--- config.mk ---
export PLATFORM = sky130hd
export DESIGN_NAME = display_scan
export DESIGN_NICKNAME = d
export VERILOG_FILES = /design/src/rtl/display_pkg.sv /design/src/rtl/seg7_decode.sv /design/src/rtl/display_scan.sv
export SDC_FILE = /design/constraint.sdc
export NUM_CORES = 1
export LEC_CHECK = 0
export ABC_AREA = 1
export BUFFER_PORTS_ARGS = -buffer_cell sky130_fd_sc_hd__buf_2
export CAP_MARGIN = 10
export CORE_UTILIZATION = 58
export CTS_BUF_LIST = sky130_fd_sc_hd__clkbuf_16
export CTS_CLUSTER_DIAMETER = 200
export DETAILED_ROUTE_END_ITERATION = 6
export HOLD_SLACK_MARGIN = 0.06
export PLACE_DENSITY = 0.79
export RECOVER_POWER = 25
export SLEW_MARGIN = 30
export SYNTH_ARGS = -nofsm -noshare
export SYNTH_HDL_FRONTEND = slang
export SYNTH_SLANG_ARGS = --single-unit
--- constraint.sdc ---
create_clock -name clk -period 2.2 [get_ports clk]
set_input_delay 0.44 -clock clk [delete_from_list [all_inputs] [get_ports clk]]
set_output_delay 0.44 -clock clk [all_outputs]
set_load 0.02 [all_outputs]
--- src/rtl/display_pkg.sv ---
// rtl/display_pkg.sv - shared state type, segment patterns and blanking constants for the display scan
package display_pkg;

  typedef enum logic {
    BLANK = 1'b0,
    SHOW  = 1'b1
  } scan_state_t;

  localparam logic [6:0] SEG_OFF = 7'h7F;
  localparam logic [3:0] AN_OFF  = 4'hF;

  // Active-low segment patterns, bit order gfedcba
  localparam logic [6:0] SEG_HEX_0 = 7'b1000000;
  localparam logic [6:0] SEG_HEX_1 = 7'b1111001;
  localparam logic [6:0] SEG_HEX_2 = 7'b0100100;
  localparam logic [6:0] SEG_HEX_3 = 7'b0110000;
  localparam logic [6:0] SEG_HEX_4 = 7'b0011001;
  localparam logic [6:0] SEG_HEX_5 = 7'b0010010;
  localparam logic [6:0] SEG_HEX_6 = 7'b0000010;
  localparam logic [6:0] SEG_HEX_7 = 7'b1111000;
  localparam logic [6:0] SEG_HEX_8 = 7'b0000000;
  localparam logic [6:0] SEG_HEX_9 = 7'b0010000;
  localparam logic [6:0] SEG_HEX_A = 7'b0001000;
  localparam logic [6:0] SEG_HEX_B = 7'b0000011;
  localparam logic [6:0] SEG_HEX_C = 7'b1000110;
  localparam logic [6:0] SEG_HEX_D = 7'b0100001;
  localparam logic [6:0] SEG_HEX_E = 7'b0000110;
  localparam logic [6:0] SEG_HEX_F = 7'b0001110;

  // Indexed by the hex digit value
  localparam logic [15:0][6:0] SEG_PATTERNS = {
    SEG_HEX_F, SEG_HEX_E, SEG_HEX_D, SEG_HEX_C,
    SEG_HEX_B, SEG_HEX_A, SEG_HEX_9, SEG_HEX_8,
    SEG_HEX_7, SEG_HEX_6, SEG_HEX_5, SEG_HEX_4,
    SEG_HEX_3, SEG_HEX_2, SEG_HEX_1, SEG_HEX_0
  };

  function automatic int max_int(input int a, input int b);
    return (a > b) ? a : b;
  endfunction

endpackage

--- src/rtl/seg7_decode.sv ---
// rtl/seg7_decode.sv - combinational hex digit to active-low 7-segment pattern
module seg7_decode
  import display_pkg::*;
(
  input  logic [3:0] hex,
  output logic [6:0] seg_n
);

  // Straight table lookup; every 4-bit value has a defined glyph
  always_comb begin
    seg_n = SEG_PATTERNS[hex];
  end

endmodule

--- src/rtl/display_scan.sv ---
// rtl/display_scan.sv - 4-digit common-anode scan controller with blanking gap and registered outputs
module display_scan
  import display_pkg::*;
#(
  parameter int DWELL_CYCLES = 50000,
  parameter int BLANK_CYCLES = 500,
  parameter int MUX_LATENCY  = 1
) (
  input  logic       clk,
  input  logic       rst_n,
  input  logic       en,
  input  logic [4:0] dig_in,
  output logic [1:0] sel,
  output logic [3:0] an_n,
  output logic [6:0] seg_n,
  output logic       frame_tick
);

  // The blank must outlast the selector latency so the captured value is never stale
  localparam int BEFF    = max_int(BLANK_CYCLES, MUX_LATENCY + 1);
  localparam int CNT_MAX = max_int(BEFF, DWELL_CYCLES);
  localparam int CW      = (CNT_MAX > 1) ? $clog2(CNT_MAX) : 1;

  localparam logic [CW-1:0] BLANK_LAST = CW'(BEFF - 1);
  localparam logic [CW-1:0] SHOW_LAST  = CW'(DWELL_CYCLES - 1);

  scan_state_t   state_q, state_d;
  logic [CW-1:0] cnt_q, cnt_d;
  logic [1:0]    idx_q, idx_d;
  logic [4:0]    dig_q, dig_d;
  logic [3:0]    an_n_q, an_n_d;
  logic [6:0]    seg_n_q, seg_n_d;
  logic          tick_q, tick_d;
  logic [6:0]    dec_seg_n;

  // Decode the value that will be held next cycle so the pattern can be registered alongside it
  seg7_decode u_seg7_decode (
    .hex   (dig_d[3:0]),
    .seg_n (dec_seg_n)
  );

  // Next-state: blank/show sequencing, digit capture, index advance; disable wins over everything
  always_comb begin
    state_d = state_q;
    cnt_d   = cnt_q;
    idx_d   = idx_q;
    dig_d   = dig_q;
    tick_d  = 1'b0;
    if (!en) begin
      state_d = BLANK;
      cnt_d   = '0;
    end else begin
      case (state_q)
        BLANK: begin
          if (cnt_q == BLANK_LAST) begin
            dig_d   = dig_in;
            state_d = SHOW;
            cnt_d   = '0;
          end else begin
            cnt_d = cnt_q + 1'b1;
          end
        end
        SHOW: begin
          if (cnt_q == SHOW_LAST) begin
            idx_d   = idx_q + 2'd1;
            tick_d  = (idx_q == 2'd3);
            state_d = BLANK;
            cnt_d   = '0;
          end else begin
            cnt_d = cnt_q + 1'b1;
          end
        end
        default: begin
          state_d = BLANK;
          cnt_d   = '0;
        end
      endcase
    end
  end

  // Output values follow the next state so the pins change on the same edge as the state
  always_comb begin
    an_n_d  = AN_OFF;
    seg_n_d = SEG_OFF;
    if (state_d == SHOW) begin
      an_n_d = ~(4'b0001 << idx_d);
      if (dig_d[4]) begin
        seg_n_d = dec_seg_n;
      end
    end
  end

  // State and output registers; reset forces the display dark immediately
  always_ff @(posedge clk or negedge rst_n) begin
    if (!rst_n) begin
      state_q <= BLANK;
      cnt_q   <= '0;
      idx_q   <= 2'd0;
      dig_q   <= 5'd0;
      an_n_q  <= AN_OFF;
      seg_n_q <= SEG_OFF;
      tick_q  <= 1'b0;
    end else begin
      state_q <= state_d;
      cnt_q   <= cnt_d;
      idx_q   <= idx_d;
      dig_q   <= dig_d;
      an_n_q  <= an_n_d;
      seg_n_q <= seg_n_d;
      tick_q  <= tick_d;
    end
  end

  assign sel        = idx_q;
  assign an_n       = an_n_q;
  assign seg_n      = seg_n_q;
  assign frame_tick = tick_q;

endmodule
==> Word-level counts from Yosys, hierarchy flattened <==
Memory sizes are Yosys's and may differ from the RTL's.
Cells that the tools add are included.
{ "classes": {"add_sub_neg": 2, "mul": 0, "div_mod_pow": 0, "n_lt_le_gt_ge": 1, "n_eq_ne": 3, "n_shift": 1, "muxes": 21, "n_bitwise": 2, "reduce_logical": 0} }
{ "ops": {"columns": ["op", "count"], "rows": [
  ["two-way mux 16 bit", 3],
  ["case mux 16 bit (2 select lines)", 1],
  ["two-way mux 7 bit", 3],
  ["adder 16 x 1 -> 16 bit, second input constant", 1],
  ["== test 16 bit, second input constant", 1],
  ["== test 16 x 9 -> 1 bit, second input constant", 1],
  ["two-way mux 5 bit", 3],
  ["two-way mux 1 bit", 6],
  ["two-way mux 2 bit", 3],
  ["less-than comparator 4 x 5 -> 1 bit, second input constant", 1],
  ["two-way mux 4 bit", 1],
  ["NOT 4 bit", 1],
  ["<< shifter 1 x 2 -> 4 bit, first input constant", 1],
  ["adder 2 x 1 -> 2 bit, second input constant", 1],
  ["== test 2 bit, second input constant", 1],
  ["case mux 1 bit (2 select lines)", 1],
  ["NOT 1 bit", 1]
]} }
{ "word_totals": {"reg_bits": 36, "latchBits": 0, "mem_bits_rw": 0, "rom_bits": 112, "in_bits": 8, "out_inout_bits": 14, "word_cells": 38, "n_memories": 1} }
{ "memory_table": {"columns": ["memory", "words", "width", "read_ports", "rd_clocked_by_memory_dff", "write_ports", "line", "rtl"], "rows": [
  ["(no name shown)", 16, 7, 1, 0, 0, "seg7_decode.sv:11", "seg_n = SEG_PATTERNS[hex];"]
]} }

==> Depth between registers and ports, before layout <==
{ "logic_depth": {"ltp_word": 8, "depth_mapped": 15, "depth_no_buf": 13} }

==> Hierarchy <==
A second synthesis with hierarchy kept.
{ "unflattened": {"hier_cells": 250, "hier_area_um2": 1998.2} }
{ "modules_own_cells": {"columns": ["module", "n_inst", "cells_each", "area_each_um2", "seq_area_each_um2"], "rows": [
  ["display_scan", 1, 201, 1724.2, 914.6],
  ["seg7_decode", 1, 49, 274.0, 0.0]
]} }

==> Worst setup path before layout <==
Ideal clock, no wire load.
{ "synth_timing": {"path_type": "register -> register", "from": "register cnt_q[0]", "to": "register seg_n_q[1], in the netlist seg_n[1]", "setup_time_ps": 76, "arrival_time_ps": 1768, "required_time_ps": 2124, "setup_slack_ps": 355, "path_stages_with_launch": 14, "path_buffers": 1, "period_less_slack_ps": 1845, "cell_sequence": "dfrtp_1 > ha_1 > nand2_1 > nor2_1 > nand4_2 > buf_6 > nand2_2 > inv_1 > nor2_2 > ha_1 > nand3_1 > nor2_1 > nor2_1 > nand2_1"} }
{ "synth_via": {"elab_chain_cells": 8, "word_cells_on_any_way": 13, "cone_classes": "2 x eq/ne; 10 x mux; 1 x memory"} }
{ "synth_rtl": {"columns": ["element", "line", "rtl"], "rows": [
  ["start: declaration", "display_scan.sv:28", "logic [CW-1:0] cnt_q, cnt_d;"],
  ["start signal: assignment", "display_scan.sv:105", "cnt_q <= cnt_d;"],
  ["== test 16 x 9 -> 1 bit", "display_scan.sv:55", "if (cnt_q == BLANK_LAST) begin"],
  ["two-way mux 5 bit", "display_scan.sv:55", null],
  ["two-way mux 5 bit", "display_scan.sv:53", "case (state_q)"],
  ["two-way mux 5 bit", "display_scan.sv:49", "if (!en) begin"],
  ["memory read (16 x 7 bit)", null, null],
  ["two-way mux 7 bit (implied by the code)", "seg7_decode.sv:11", null],
  ["two-way mux 7 bit", "display_scan.sv:87", "if (dig_d[4]) begin"],
  ["two-way mux 7 bit *", "display_scan.sv:85", "if (state_d == SHOW) begin"],
  ["net seg_n_d[1]", "display_scan.sv:32", "logic [6:0] seg_n_q, seg_n_d;"],
  ["end signal: assignment", "display_scan.sv:109", "seg_n_q <= seg_n_d;"],
  ["end: declaration", "display_scan.sv:32", null]
]} }
Mark *: on every way through the listed nets, which the timed path passes. The rest lies on a longest branch. The select of a mux whose other input is x is not followed.

==> Worst setup path after layout <==
Ends and elaborated chain as after synthesis.

==> impl_metrics.ini <==
[timing]
tightest_slew_ns = 1.85
fin_ws_ns = 0.216
finalSetupViolCount = 0
hold_viol = 0
rsz0062_at_grt = no
skew_ns = 0.00590
post-route-period-util = 0.902
holdWs_ns = 0.461
drv_slew = 37
max_slew_margin = -0.236
setup-tns-final_ns = 0
layout_min_cycle_time_ns = 1.98
fmax_mhz = 504

[min_path]
hp-class = flop to flop

[setup_path]
arrival_ns = 2.20
crit_path_end_kind = flop
crit_fanout = 5
cpPeakStageDelay_ns = 0.36
crit_path_frequent_cell = nor2_1
worstSetupPathType = flop to flop
worst_setup_path_start_kind = flop
path_cells = ha_1 > nand2_1 > nor2_1 > nand4_2 > nand2_2 > inv_1 > nor2_2 > ha_1 > nand3_1 > nor2_1 > nor2_1 > nand2_1
critPathSlowestCell = dfrtp_1
required_ns = 2.41

[routing]
drc_errors = 0
wirelength_um = 4200
firstDrtPassIters = 5
vias_per_cell = 5.22
wire_per_inst_um = 13.0
drtIter0Drc = 78
num_vias = 1681
antenna_left = 0

[clock_tree]
post-cts-setup-buffer-count = 0
cts_buffers = 5
clkSinkCount = 36
root_buffer = clkbuf_16
cts_tree = yes
clkTransAtPathRegs_ns = 0.06
cts.path.max_buffers = 2
clk_latency_ns = 0.28
cts_max_level = 2

[synth]
synthTopCellsByCount = 44 x nand2_1, 38 x nor2_1, 36 x inv_1
synth_warnings = 0
synth_cells = 249
ys_ff_latch = 36
ys_seq_area_frac = 0.447
synth_area_um2 = 2050
synth_nets = 266
synth_top_area_frac = 0.305
synth_cell_types = 32
avgSynthCellArea_um2 = 8.23
synthTopCellsByArea = dfrtp_1 31%, dfstp_2 14%, nand2_1 8.1%, nor2_1 7.0%, inv_1 6.6%
yosysMostFrequentCell = nand2_1
synth_edf_count = 0
synth_top_area_cell = dfrtp_1
ys.flop_type = dfrtp_1
async_reset_ff_frac = 1.00

[power_and_ir_drop]
vdd_ir_drop_max_mv = 0.730
power_density_nw_per_um2 = 643
comb_power_share = 0.036
p_switching_w = 0.000307
power_frac_seq = 0.443
p_leak_nw = 1.13
swShare = 0.201
clockPowerShare = 0.520
p_int_w = 0.00122
p_total_w = 0.00152

[global_routing]
overflow = 0
grt_pass1_wl_um = 6820
grt_max_degree = 37
grt_pass1_vias = 1534
antenna_found_initial = 0
grt_usage = 0.253

[layout]
multi_input_area_um2 = 961
area_growth_pct = 15.7
antenna_cells = 0
filler_cell_count = 277
drive_gt1_frac = 0.254
layout.nets = 292
final_area_um2 = 2370
seq_area_um2 = 915

[run_status]
violations = capacitance limit, slew limit
run_status = finished with violations

[floorplanning]
io-pin-count = 22
row_count = 21
coreArea_um2 = 3360
die_w_um = 61.4
dieArea_um2 = 3770
die_h_um = 61.4
initial_core_util = 0.609

[placed_design]
port_buffers = 21
dp.final_hpwl_um = 3040
dpl_cell_area_um2 = 2200
gp_congestion = 0.877
post-place-ws_ns = 0.201

[flow_run]
drv_cap = 1
[routing by layer]
layer | track usage | vias to the layer above | part of all wire
met5 | 0 | - | 0
met4 | 0.0984 | 0 | 0.017
met3 | 0.0693 | 9 | 0.042
met2 | 0.413 | 44 | 0.48
met1 | 0.320 | 800 | 0.46
li1 | - | 828 | -
[path summary, 6_finish.rpt]
check	startpoint	endpoint	slack (ns)	cells past startpoint
worst min register to register	cnt_q[0]	cnt_q[0]	0.46	1
max in group asynchronous	rst_n	cnt_q[0]	0.47	1
min in group asynchronous	rst_n	cnt_q[12]	0.67	1
worst max register to register	cnt_q[0]	seg_n[1]	0.22	12
worst max-delay path	cnt_q[0]	seg_n[1]	0.22	12
worst min-delay path	cnt_q[0]	cnt_q[0]	0.46	1
[timing repair]
action	in CTS	in global routing
gates resized for setup	0	3
endpoints found under the setup margin	0	3
hold buffers	0	0
[area by class of cell]
type	count	share of cell area
Clock inverter	3	0.0180
Clock buffer	5	0.0528
Tap cell	46	0.0243
Timing Repair Buffer	23	0.0502
Multi-Input combinational cell	169	0.405
Sequential cell	36	0.386
Inverter	40	0.0634
[cell usage in the layout (no fill, tap or decap), drive strengths merged]
master	synthesis	layout
ha	9	9
o21a	1	1
or2	1	1
xnor2	1	1
buf	4	22
o21ai	4	4
o211a	1	1
dfrtp	25	25
inv	40	40
a21oi	3	3
nand2	52	52
clkinvlp	0	1
dfstp	11	11
clkbuf	0	6
nor2	45	45
clkinv	0	1
bufinv	0	1
nand4	7	7
nor3b	2	2
nor3	6	6
xor2	7	7
nor4	1	1
nand3	29	29
[critical path, delay by kind of cell, from the launching register on]
kind                     cells  cell delay, ns
AND/OR/NAND/NOR              9            1.02
adder cells (fa/ha/maj)      2            0.48
flip-flops                   1            0.36
buffers and inverters        1            0.05
[logic make-up (layout without fill, tap and decap cells)]
group / after synthesis / after routing / synth area share
DFF: 36 / 36 / 0.447
and+or+nand+nor: 143 / 143 / 0.346
buffers and inverters: 44 / 71 / 0.0874
xor gates and xnor gates: 8 / 8 / 0.0342
AOI/OAI and AO/OA: 9 / 9 / 0.0312
adders and majority gates: 9 / 9 / 0.0550
[sequential cells by signal, indices dropped and copies added (netlist names)]
| register | count |
|---|---|
| an_n | 4 |
| cnt_q | 16 |
| dig_q | 5 |
| frame_tick | 1 |
| seg_n | 7 |
| sel | 2 |
| state_q | 1 |
[per-stage QoR]
stage,utilization,std cells
after floorplan,-,249
after global placement,0.653,314
after detailed placement,0.653,314
after CTS,0.703,322
after global routing,0.705,322
final,0.705,322
[power groups by stage]
stage          Combinational, W  Sequential (W)  Clock [W]
3_5_place_dp          0.0000559        0.000687          0
6_report              0.0000553        0.000676   0.000793
4_1_cts               0.0000568        0.000676   0.000807
3_3_place_gp          0.0000543        0.000686          0
2_1_floorplan         0.0000255        0.000688          0
5_1_grt               0.0000625        0.000676   0.000832
Note: power is estimated with default switching activity, not from simulation.
